===== src/rtl/thread_queue_pkg.sv =====
`default_nettype none
// ============================================================================
//  Module      : thread_queue_pkg
//  Description : Shared types and default sizes for the CICERO thread queue.
//  Revision    : 1.0 - initial release
// ============================================================================
package thread_queue_pkg;

  localparam int c_default_pc_width   = 8;
  localparam int c_default_depth_log2 = 4;

  typedef enum logic [1:0] {
    RUN     = 2'd0,
    ADVANCE = 2'd1,
    DONE    = 2'd2
  } thread_queue_state_t;

endpackage
`default_nettype wire


===== src/rtl/thread_queue_pc_fifo.sv =====
`default_nettype none
// ============================================================================
//  Module      : pc_fifo
//  Description : First-word-fall-through PC FIFO with registered storage.
//                The head is visible on pop_data whenever empty is low.
//  Revision    : 1.0 - initial release
// ============================================================================
module pc_fifo
  import thread_queue_pkg::*;
#(
  parameter int PC_WIDTH   = c_default_pc_width,
  parameter int DEPTH_LOG2 = c_default_depth_log2
) (
  input  logic                clk,
  input  logic                reset,
  input  logic                push,
  input  logic [PC_WIDTH-1:0] push_data,
  input  logic                pop,
  output logic [PC_WIDTH-1:0] pop_data,
  output logic                empty,
  output logic                full
);

  localparam int                c_depth      = 1 << DEPTH_LOG2;
  localparam logic [DEPTH_LOG2:0] c_full_count = (DEPTH_LOG2 + 1)'(c_depth);

  logic [PC_WIDTH-1:0]   r_mem [c_depth];
  logic [DEPTH_LOG2-1:0] r_wr_ptr;
  logic [DEPTH_LOG2-1:0] r_rd_ptr;
  logic [DEPTH_LOG2:0]   r_count;
  logic                  w_do_push;
  logic                  w_do_pop;

  // A full FIFO refuses a push even when it pops in the same cycle.
  assign w_do_push = push && !full;
  assign w_do_pop  = pop && !empty;
  assign empty     = (r_count == '0);
  assign full      = (r_count == c_full_count);
  assign pop_data  = r_mem[r_rd_ptr];

  // Pointer and occupancy bookkeeping; reset empties the FIFO at once.
  always_ff @(posedge clk or negedge reset) begin
    if (!reset) begin
      r_wr_ptr <= '0;
      r_rd_ptr <= '0;
      r_count  <= '0;
    end else begin
      if (w_do_push) r_wr_ptr <= r_wr_ptr + 1'b1;
      if (w_do_pop)  r_rd_ptr <= r_rd_ptr + 1'b1;
      unique case ({w_do_push, w_do_pop})
        2'b10:   r_count <= r_count + 1'b1;
        2'b01:   r_count <= r_count - 1'b1;
        default: r_count <= r_count;
      endcase
    end
  end

  // Storage is not reset; unread slots are never exposed past empty.
  always_ff @(posedge clk) begin
    if (w_do_push) r_mem[r_wr_ptr] <= push_data;
  end

endmodule
`default_nettype wire


===== src/rtl/thread_queue.sv =====
`default_nettype none
// ============================================================================
//  Module      : thread_queue
//  Description : Dual PC queue closing the loop around basic_block. Files PCs
//                into the current- or next-character queue, feeds current PCs
//                back, and swaps queues / pulses char_advance when the current
//                character is exhausted.
//                Optional feature macro: THREAD_QUEUE_DEDUP_EN drops a push to
//                the next queue that repeats the last PC stored there.
//  Revision    : 1.0 - initial release
// ============================================================================
module thread_queue
  import thread_queue_pkg::*;
#(
  parameter int PC_WIDTH   = c_default_pc_width,
  parameter int DEPTH_LOG2 = c_default_depth_log2
) (
  input  logic                clk,
  input  logic                reset,
  input  logic                in_pc_valid,
  input  logic [PC_WIDTH-1:0] in_pc,
  input  logic                in_pc_is_directed_to_current,
  output logic                in_pc_ready,
  output logic                out_pc_valid,
  output logic [PC_WIDTH-1:0] out_pc,
  input  logic                out_pc_ready,
  input  logic                bb_idle,
  output logic                char_advance,
  output logic                no_threads
);

  thread_queue_state_t r_state;
  logic                r_sel;
  logic                r_char_advance;
  logic                r_no_threads;

  logic [1:0]          w_push;
  logic [1:0]          w_pop;
  logic [1:0]          w_empty;
  logic [1:0]          w_full;
  logic [PC_WIDTH-1:0] w_head [2];

  logic w_tgt;
  logic w_accept;
  logic w_drop;
  logic w_store;
  logic w_pop_any;
  logic w_cur_empty;
  logic w_nxt_empty;

  // Routing uses sel as it stands this cycle, including during ADVANCE.
  assign w_tgt       = in_pc_is_directed_to_current ? r_sel : ~r_sel;
  assign in_pc_ready = !w_full[w_tgt];
  assign w_accept    = in_pc_valid && in_pc_ready;
  assign w_store     = w_accept && !w_drop;

  assign w_cur_empty  = w_empty[r_sel];
  assign w_nxt_empty  = w_empty[~r_sel];
  assign out_pc_valid = (r_state == RUN) && !w_cur_empty;
  assign w_pop_any    = out_pc_valid && out_pc_ready;
  assign out_pc       = out_pc_valid ? w_head[r_sel] : '0;

  assign char_advance = r_char_advance;
  assign no_threads   = r_no_threads;

  generate
    for (genvar i = 0; i < 2; i++) begin : g_queue
      assign w_push[i] = w_store && (w_tgt == 1'(i));
      assign w_pop[i]  = w_pop_any && (r_sel == 1'(i));

      pc_fifo #(
        .PC_WIDTH   (PC_WIDTH),
        .DEPTH_LOG2 (DEPTH_LOG2)
      ) u_fifo (
        .clk       (clk),
        .reset     (reset),
        .push      (w_push[i]),
        .push_data (in_pc),
        .pop       (w_pop[i]),
        .pop_data  (w_head[i]),
        .empty     (w_empty[i]),
        .full      (w_full[i])
      );
    end
  endgenerate

`ifdef THREAD_QUEUE_DEDUP_EN
  logic                r_last_valid;
  logic [PC_WIDTH-1:0] r_last_pc;

  // A repeat of the last PC filed into the next queue is handshaken but not stored.
  assign w_drop = !in_pc_is_directed_to_current && r_last_valid && (in_pc == r_last_pc);

  // Track the last PC stored into the next queue; a swap forgets it.
  always_ff @(posedge clk or negedge reset) begin
    if (!reset) begin
      r_last_valid <= 1'b0;
      r_last_pc    <= '0;
    end else if (r_state == ADVANCE) begin
      r_last_valid <= 1'b0;
    end else if (w_store && !in_pc_is_directed_to_current) begin
      r_last_valid <= 1'b1;
      r_last_pc    <= in_pc;
    end
  end
`else
  assign w_drop = 1'b0;
`endif

  // Control FSM: swap queues when the current one drains, park when all is dry.
  always_ff @(posedge clk or negedge reset) begin
    if (!reset) begin
      r_state        <= RUN;
      r_sel          <= 1'b0;
      r_char_advance <= 1'b0;
      r_no_threads   <= 1'b0;
    end else begin
      r_char_advance <= 1'b0;
      case (r_state)
        RUN: begin
          if (w_cur_empty && bb_idle && !in_pc_valid) begin
            if (!w_nxt_empty) begin
              r_state        <= ADVANCE;
              r_char_advance <= 1'b1;
            end else begin
              r_state      <= DONE;
              r_no_threads <= 1'b1;
            end
          end
        end
        ADVANCE: begin
          r_sel   <= ~r_sel;
          r_state <= RUN;
        end
        DONE: begin
          if (w_accept) begin
            r_state      <= RUN;
            r_no_threads <= 1'b0;
          end
        end
        default: r_state <= RUN;
      endcase
    end
  end

endmodule
`default_nettype wire


===== config.mk =====
export PLATFORM = sky130hd
export DESIGN_NAME = thread_queue
export DESIGN_NICKNAME = d
export VERILOG_FILES = /design/src/rtl/thread_queue_pkg.sv /design/src/rtl/thread_queue_pc_fifo.sv /design/src/rtl/thread_queue.sv
export SDC_FILE = /design/constraint.sdc
export NUM_CORES = 1
export LEC_CHECK = 0
export ABC_AREA = 1
export CAP_MARGIN = 20
export CORE_MARGIN = 2
export CORE_UTILIZATION = 35
export CTS_CLUSTER_DIAMETER = 40
export DETAILED_ROUTE_END_ITERATION = 10
export PLACE_DENSITY = 0.48
export SLEW_MARGIN = 20
export SYNTH_ARGS = -nofsm -noshare
export SYNTH_HDL_FRONTEND = slang
export SYNTH_SLANG_ARGS = --single-unit

===== constraint.sdc =====
create_clock -name clk -period 3.5 [get_ports clk]
set_input_delay 0.7 -clock clk [delete_from_list [all_inputs] [get_ports clk]]
set_output_delay 0.7 -clock clk [all_outputs]
set_load 0.02 [all_outputs]

==> impl_metrics.json, run 1 <==
{
  "status": "complete, no violations",
  "total_power_uw": 13300,
  "critPathKind": "reg2out",
  "ys_top_cells_by_area": "sky130_fd_sc_hd__edfxtp_1 61%, sky130_fd_sc_hd__nand2_1 11%, sky130_fd_sc_hd__dfrtp_1 6.1%",
  "global_route.overflow_total": 0,
  "post-synth-top-area-cell": "sky130_fd_sc_hd__edfxtp_1",
  "yosys_register_bits": 287,
  "num-fill-cells": 3385,
  "synth.distinct_cells": 24,
  "routed_wire_length_per_instance_um": 17.4,
  "whs_ns": 0.217,
  "row_count": 69,
  "finish.utilization_pct": 43.0,
  "drt_drc_violations_left": 0,
  "area_enclosed_by_the_die_boundary_sq_mm": 0.0378,
  "antenna_cells_inserted": 0,
  "timing.slew.headroom_pct": 47.9,
  "report.final.setup_viol": 0,
  "worst_setup_path_end_kind": "output port",
  "max-cap-violations": 0,
  "area_growth_syn_to_layout_pct": 20.7,
  "nets": 1363,
  "timing.setup.tns_ns": 0,
  "multi_input_comb_area_sq_mm": 0.00350,
  "hold_removal_path_class": "in2async",
  "post-dp-hpwl_um": 19000,
  "clock_tree.buffer_depth": 3,
  "initial_utilization_pct": 35.6,
  "ys_seq_area_share_pct": 66.7,
  "cts-hold-fix-buffers": 0,
  "vias_after_detailed_routing": 8618,
  "die_width_um": 194,
  "grt_antenna_before_repair": 0,
  "count_of_synthesis_stage_warnings_from_yosys": 0,
  "grt_pass1_wl_um": 49000,
  "fin_worst_skew_ns": 0.0287,
  "globalplace.congestion": 0.768,
  "worst_vdd_drop_mv": 0.405,
  "syn-mean-instance-area_sq_um": 10.1,
  "drv_slew": 0,
  "dp_worst_setup_slack_ns": 0.261,
  "top_layer": "met4",
  "drt_pre_antenna_iters": 8,
  "critical_path.startpoint_type": "register",
  "met3_wirelength_um": 1730,
  "cts_tree": "built",
  "met2_wirelength_um": 14100,
  "rsz0062_at_grt": "no",
  "core-area_sq_mm": 0.0357,
  "clkTransAtPathRegs_ns": 0.05,
  "first_iter_violations": 643,
  "clk-insertion-delay-late_ns": 0.56,
  "slew_at_the_pin_with_the_worst_max_slew_slack_ns": 0.782,
  "pin_count_of_the_biggest_net_entering_global_routing": 62,
  "static-leakage-power_uw": 0.00641,
  "timing.critical_path.fanout_max": 30,
  "mappedNetlistNets": 1282,
  "numClockSinks": 287,
  "grt_usage_pct": 17.0,
  "cp.required_ns": 2.80,
  "number_of_global_route_vias_before_repair": 8321,
  "cts_inserted_buffers": 46,
  "io_pins": 26,
  "via_per_inst": 4.71,
  "share_of_cells_above_drive_strength_1_pct": 10.9,
  "die_height_um": 194,
  "count_of_buffers_inserted_at_the_top_level_ports": 25,
  "metal_1_wl_um": 15300,
  "most_common_cell_after_layout_fill_and_taps_aside": "sky130_fd_sc_hd__nand2_1",
  "drt_wl_total_um": 31900,
  "htree_num_levels": 2,
  "hold_viol_final": 0,
  "sequential_cell_area_sq_mm": 0.00847,
  "achievable-frequency_ghz": 0.303,
  "power_density_over_the_cells_mw_per_mm2": 870,
  "synthesis.area_sq_mm": 0.0127,
  "synth_largest_type_area_fraction_pct": 60.5,
  "finalCriticalPeriod_ns": 3.30,
  "cts-root-buf": "sky130_fd_sc_hd__clkbuf_16",
  "number_of_nets_with_antenna_violations_after_routing": 0,
  "syn-instance-count": 1251,
  "postLayoutSetupSlackWorst_ns": 0.198,
  "worst_ep_arrival_time_ns": 2.60,
  "min_period_over_period_pct": 94.3,
  "most-common-layout-cells": "386 x sky130_fd_sc_hd__nand2_1, 256 x sky130_fd_sc_hd__edfxtp_1, 147 x sky130_fd_sc_hd__nand3_1, 131 x sky130_fd_sc_hd__nor2_1, 123 x sky130_fd_sc_hd__inv_1"
}
## critical path, cell delays in order, from the launching register on
cell and delay [ns]:
sky130_fd_sc_hd__dfrtp_2 0.40, sky130_fd_sc_hd__clkinv_1 0.18, sky130_fd_sc_hd__clkbuf_16 0.26, sky130_fd_sc_hd__nand2_1 0.08, sky130_fd_sc_hd__nand3_1 0.11, sky130_fd_sc_hd__nand3_1 0.15, sky130_fd_sc_hd__nand3_1 0.14, sky130_fd_sc_hd__nand3_1 0.12
sky130_fd_sc_hd__nand2_1 0.05, sky130_fd_sc_hd__nor2_1 0.17, sky130_fd_sc_hd__dlygate4sd2_1 0.36
## where the power goes
part,internal (uW),switching [uW]
logic,1490,3130
registers,4050,214
clock network,2780,1670
total,8320,5020
## Yosys cell counts
cell type and instances:
sky130_fd_sc_hd__o211ai_1 6, sky130_fd_sc_hd__ha_1 17, sky130_fd_sc_hd__clkinv_1 5, sky130_fd_sc_hd__o21ai_0 50
sky130_fd_sc_hd__o21ai_1 1, sky130_fd_sc_hd__nor2_1 131, sky130_fd_sc_hd__edfxtp_1 256, sky130_fd_sc_hd__buf_1 5
sky130_fd_sc_hd__a21oi_1 6, sky130_fd_sc_hd__nand3b_1 2, sky130_fd_sc_hd__buf_4 5, sky130_fd_sc_hd__nand2_2 6
sky130_fd_sc_hd__buf_2 18, sky130_fd_sc_hd__a21boi_0 1, sky130_fd_sc_hd__nand2_1 386, sky130_fd_sc_hd__xnor2_1 6
sky130_fd_sc_hd__inv_1 124, sky130_fd_sc_hd__clkbuf_2 1, sky130_fd_sc_hd__dfrtp_1 31, sky130_fd_sc_hd__nor3_1 1
sky130_fd_sc_hd__nand3_1 147, sky130_fd_sc_hd__xor2_1 16, sky130_fd_sc_hd__nand4_1 3, sky130_fd_sc_hd__clkbuf_1 27
## layer usage
metal / vias up / track usage (%)
li1: 4283 / -
met1: 4089 / 24.4
met2: 196 / 26.1
met3: 50 / 3.54
met4: 0 / 5.19
met5: - / 0
## cells by family (layout without fill, tap and decap cells)
kind of cell / count (synthesis) / after routing / synth area share [%]
AO/OA/AOI/OAI: 64 / 64 / 2.66
XOR/XNOR: 22 / 22 / 1.52
adder cells (fa/ha/maj): 17 / 17 / 1.68
buffers and inverters: 185 / 303 / 5.80
flip-flops: 287 / 287 / 66.7
AND/OR/NAND/NOR: 676 / 676 / 21.7
## sequential cells by signal, indices dropped and copies added, names as in the netlist
register,count
g_queue.u_fifo.r_wr_ptr,8
char_advance,1
r_sel,1
g_queue.u_fifo.r_count,10
no_threads,1
r_state,2
g_queue.u_fifo.r_mem,256
g_queue.u_fifo.r_rd_ptr,8
## per-stage QoR
stage / instances / cell area [sq um]
5_1_grt: 1830 / 15300
3_3_place_gp: 1744 / 13800
2_1_floorplan: 1251 / 12700
6_report: 1830 / 15300
3_5_place_dp: 1744 / 13800
4_1_cts: 1829 / 15300
## timing repair
item | 4_1_cts | 5_1_grt
pin swaps | 0 | 0
gates resized for setup | 9 | 2
gates cloned | 0 | 1
buffers inserted | 0 | 0
endpoints found under the setup margin | 8 | 1
## final cells by class
type	instances	share of cell area, %
clock buffer	52	7.80
clock inverter	33	2.13
inverter	129	3.17
multi-input combinational	779	22.8
sequential	287	55.2
tap	461	3.76
timing repair buffer	89	5.10
## worst paths after layout
path                                               start                            end  slack, ns  cells past startpoint
setup / recovery           g_queue[0].u_fifo.r_rd_ptr[0]                      out_pc[2]       0.20                     10
hold / removal                                     reset  g_queue[0].u_fifo.r_wr_ptr[0]       0.22                      1
setup reg to reg            g_queue[1].u_fifo.r_count[1]   g_queue[0].u_fifo.r_count[4]       0.80                     21
hold reg to reg                               no_threads                     no_threads       0.48                      2
max in group asynchronous                          reset  g_queue[1].u_fifo.r_rd_ptr[0]       2.73                      1
min in group clk                              no_threads                     no_threads       0.48                      2
No activity file was read; power rests on OpenSTA's default activity.
==> run 2: changes to the inputs <==
- clock period: 3.5 -> 3.4 ns (I/O delays scaled with it)
==> impl_metrics.json, run 2 (synthesis results as in run 1) <==
{
  "status": "complete, but fails checks",
  "violations_in_the_final_reports": "DRC",
  "critPathKind": "reg2out",
  "clk-insertion-delay-late_ns": 0.54,
  "worst_ep_arrival_time_ns": 2.53,
  "share_of_cells_above_drive_strength_1_pct": 10.8,
  "worst_vdd_drop_mv": 0.416,
  "finalCriticalPeriod_ns": 3.21,
  "min_period_over_period_pct": 94.5,
  "io_pins": 26,
  "cts-root-buf": "sky130_fd_sc_hd__clkbuf_16",
  "achievable-frequency_ghz": 0.311,
  "drt_wl_total_um": 31600,
  "hold_viol_final": 0,
  "timing.rr.start": "g_queue[1].u_fifo.r_count[1]",
  "clock_tree.buffer_depth": 3,
  "routed_wire_length_per_instance_um": 17.3,
  "largest_reg_flops": 256,
  "via_per_inst": 4.71,
  "hold_removal_path_class": "in2async",
  "number_of_global_route_vias_before_repair": 8258,
  "count_of_buffers_inserted_at_the_top_level_ports": 25,
  "worst_setup_path_end_kind": "output port",
  "placement.cell_area_sq_mm": 0.0138,
  "die_height_um": 194,
  "report.final.setup_viol": 0,
  "cts-hold-fix-buffers": 0,
  "clkTransAtPathRegs_ns": 0.06,
  "htree_num_levels": 2,
  "timing.setup.tns_ns": 0,
  "global_route.overflow_total": 0,
  "grt_usage_pct": 17.0,
  "die_width_um": 194,
  "cp.required_ns": 2.72,
  "power_density_over_the_cells_mw_per_mm2": 884,
  "globalplace.congestion": 0.805,
  "drv_slew": 0,
  "timing.reg2reg.worst_path_depth": 21,
  "total_power_uw": 13400,
  "nets": 1360,
  "static-leakage-power_uw": 0.00635,
  "numClockSinks": 287,
  "most_common_cell_after_layout_fill_and_taps_aside": "sky130_fd_sc_hd__nand2_1",
  "worst_r2r_endpoint": "g_queue[0].u_fifo.r_count[4]",
  "drt_pre_antenna_iters": 8,
  "r2r_slack_ns": 0.73,
  "row_count": 69,
  "slew_at_the_pin_with_the_worst_max_slew_slack_ns": 0.789,
  "timing.critical_path.fanout_max": 16,
  "vias_after_detailed_routing": 8587,
  "largest_register": "g_queue.u_fifo.r_mem",
  "number_of_nets_with_antenna_violations_after_routing": 0,
  "fin_worst_skew_ns": 0.0230,
  "cts_inserted_buffers": 41,
  "drt_drc_violations_left": 3,
  "cts_tree": "built",
  "initial_utilization_pct": 35.6,
  "timing.slew.headroom_pct": 47.4,
  "most-common-layout-cells": "386 x sky130_fd_sc_hd__nand2_1, 256 x sky130_fd_sc_hd__edfxtp_1, 147 x sky130_fd_sc_hd__nand3_1, 131 x sky130_fd_sc_hd__nor2_1, 123 x sky130_fd_sc_hd__inv_1",
  "critical_path.startpoint_type": "register",
  "max-cap-violations": 0,
  "core-area_sq_mm": 0.0357,
  "area_enclosed_by_the_die_boundary_sq_mm": 0.0378,
  "area_growth_syn_to_layout_pct": 19.8,
  "antenna_cells_inserted": 0,
  "post-dp-hpwl_um": 19300,
  "rsz0062_at_grt": "no",
  "final_design_area_no_fill_sq_mm": 0.0152,
  "regs_by_ff_count": "g_queue.u_fifo.r_mem x256, g_queue.u_fifo.r_count x10",
  "first_iter_violations": 633,
  "grt_antenna_before_repair": 0,
  "grt_pass1_wl_um": 49200,
  "pin_count_of_the_biggest_net_entering_global_routing": 45
}
==> run 2: cell count changes in the layout (fill, tap and decap cells not counted), moves of 2 or more <==
cell and change:
sky130_fd_sc_hd__clkinv_1 -4, sky130_fd_sc_hd__clkinv_4 -4, sky130_fd_sc_hd__inv_6 +2, sky130_fd_sc_hd__clkbuf_16 -5, sky130_fd_sc_hd__clkbuf_1 -2, sky130_fd_sc_hd__buf_4 +2
==> run 2: power by group <==
part,switching [uW],internal [uW],leakage (uW)
clock network,1620,2660,0.000668
logic,3220,1540,0.00299
registers,228,4170,0.00269
==> run 2: critical path: stages, from the launching register on <==
cell and delay, ns:
sky130_fd_sc_hd__dfrtp_1 0.39, sky130_fd_sc_hd__buf_4 0.24, sky130_fd_sc_hd__buf_4 0.27, sky130_fd_sc_hd__nand3_1 0.12, sky130_fd_sc_hd__nand3_1 0.13, sky130_fd_sc_hd__nand3_1 0.09
sky130_fd_sc_hd__nand3_1 0.11, sky130_fd_sc_hd__nand2_1 0.09, sky130_fd_sc_hd__nor2_1 0.19, sky130_fd_sc_hd__dlygate4sd2_1 0.36
==> run 2: area by class of cell <==
class | instances | area, sq um
flip-flops and latches | 287 | 8470
fillers | 3423 | 20400
clock buffers | 47 | 1100
inverters | 129 | 487
well taps | 461 | 577
repair buffers | 91 | 788
clock inverters | 28 | 294
multi-input cells | 779 | 3500
==> run 2: repair_timing <==
action,CTS,global route
gates resized for setup,12,0
setup buffers,0,0
setup endpoints to repair,8,0
==> run 2: how the worst max path moves through the flow <==
stage,endpoint,cells after the start,startpoint
finish,out_pc[6],9,g_queue[0].u_fifo.r_rd_ptr[1]
global route,out_pc[7],9,g_queue[0].u_fifo.r_rd_ptr[0]
CTS,out_pc[6],9,g_queue[0].u_fifo.r_rd_ptr[1]
detailed placement,g_queue[1].u_fifo.r_count[4],17,in_pc_is_directed_to_current
global placement,g_queue[1].u_fifo.r_count[4],17,in_pc_is_directed_to_current
floorplan,g_queue[1].u_fifo.r_count[4],18,in_pc_is_directed_to_current
==> run 2: metrics by stage <==
step           hold slack (ns)  instances  util [%]  worst slack (ns)
4_1_cts                  0.245       1822      42.7             0.129
3_3_place_gp             0.468       1747      38.7             0.274
5_1_grt                  0.280       1822      42.7            0.0265
6_report                 0.227       1822      42.7             0.188
3_5_place_dp             0.464       1747      38.7             0.157
2_1_floorplan            0.384       1251         -             0.568
==> run 2: layer usage <==
| metal | share of wire, % | track usage (%) | wire length (um) | vias to the layer above |
|---|---|---|---|---|
| met4 | 2.7 | 6.21 | 865 | 0 |
| met3 | 4.9 | 2.57 | 1560 | 52 |
| li1 | - | - | - | 4274 |
| met1 | 48 | 24.9 | 15300 | 4051 |
| met2 | 44 | 25.6 | 13900 | 210 |
| met5 | 0 | 0 | 0 | - |
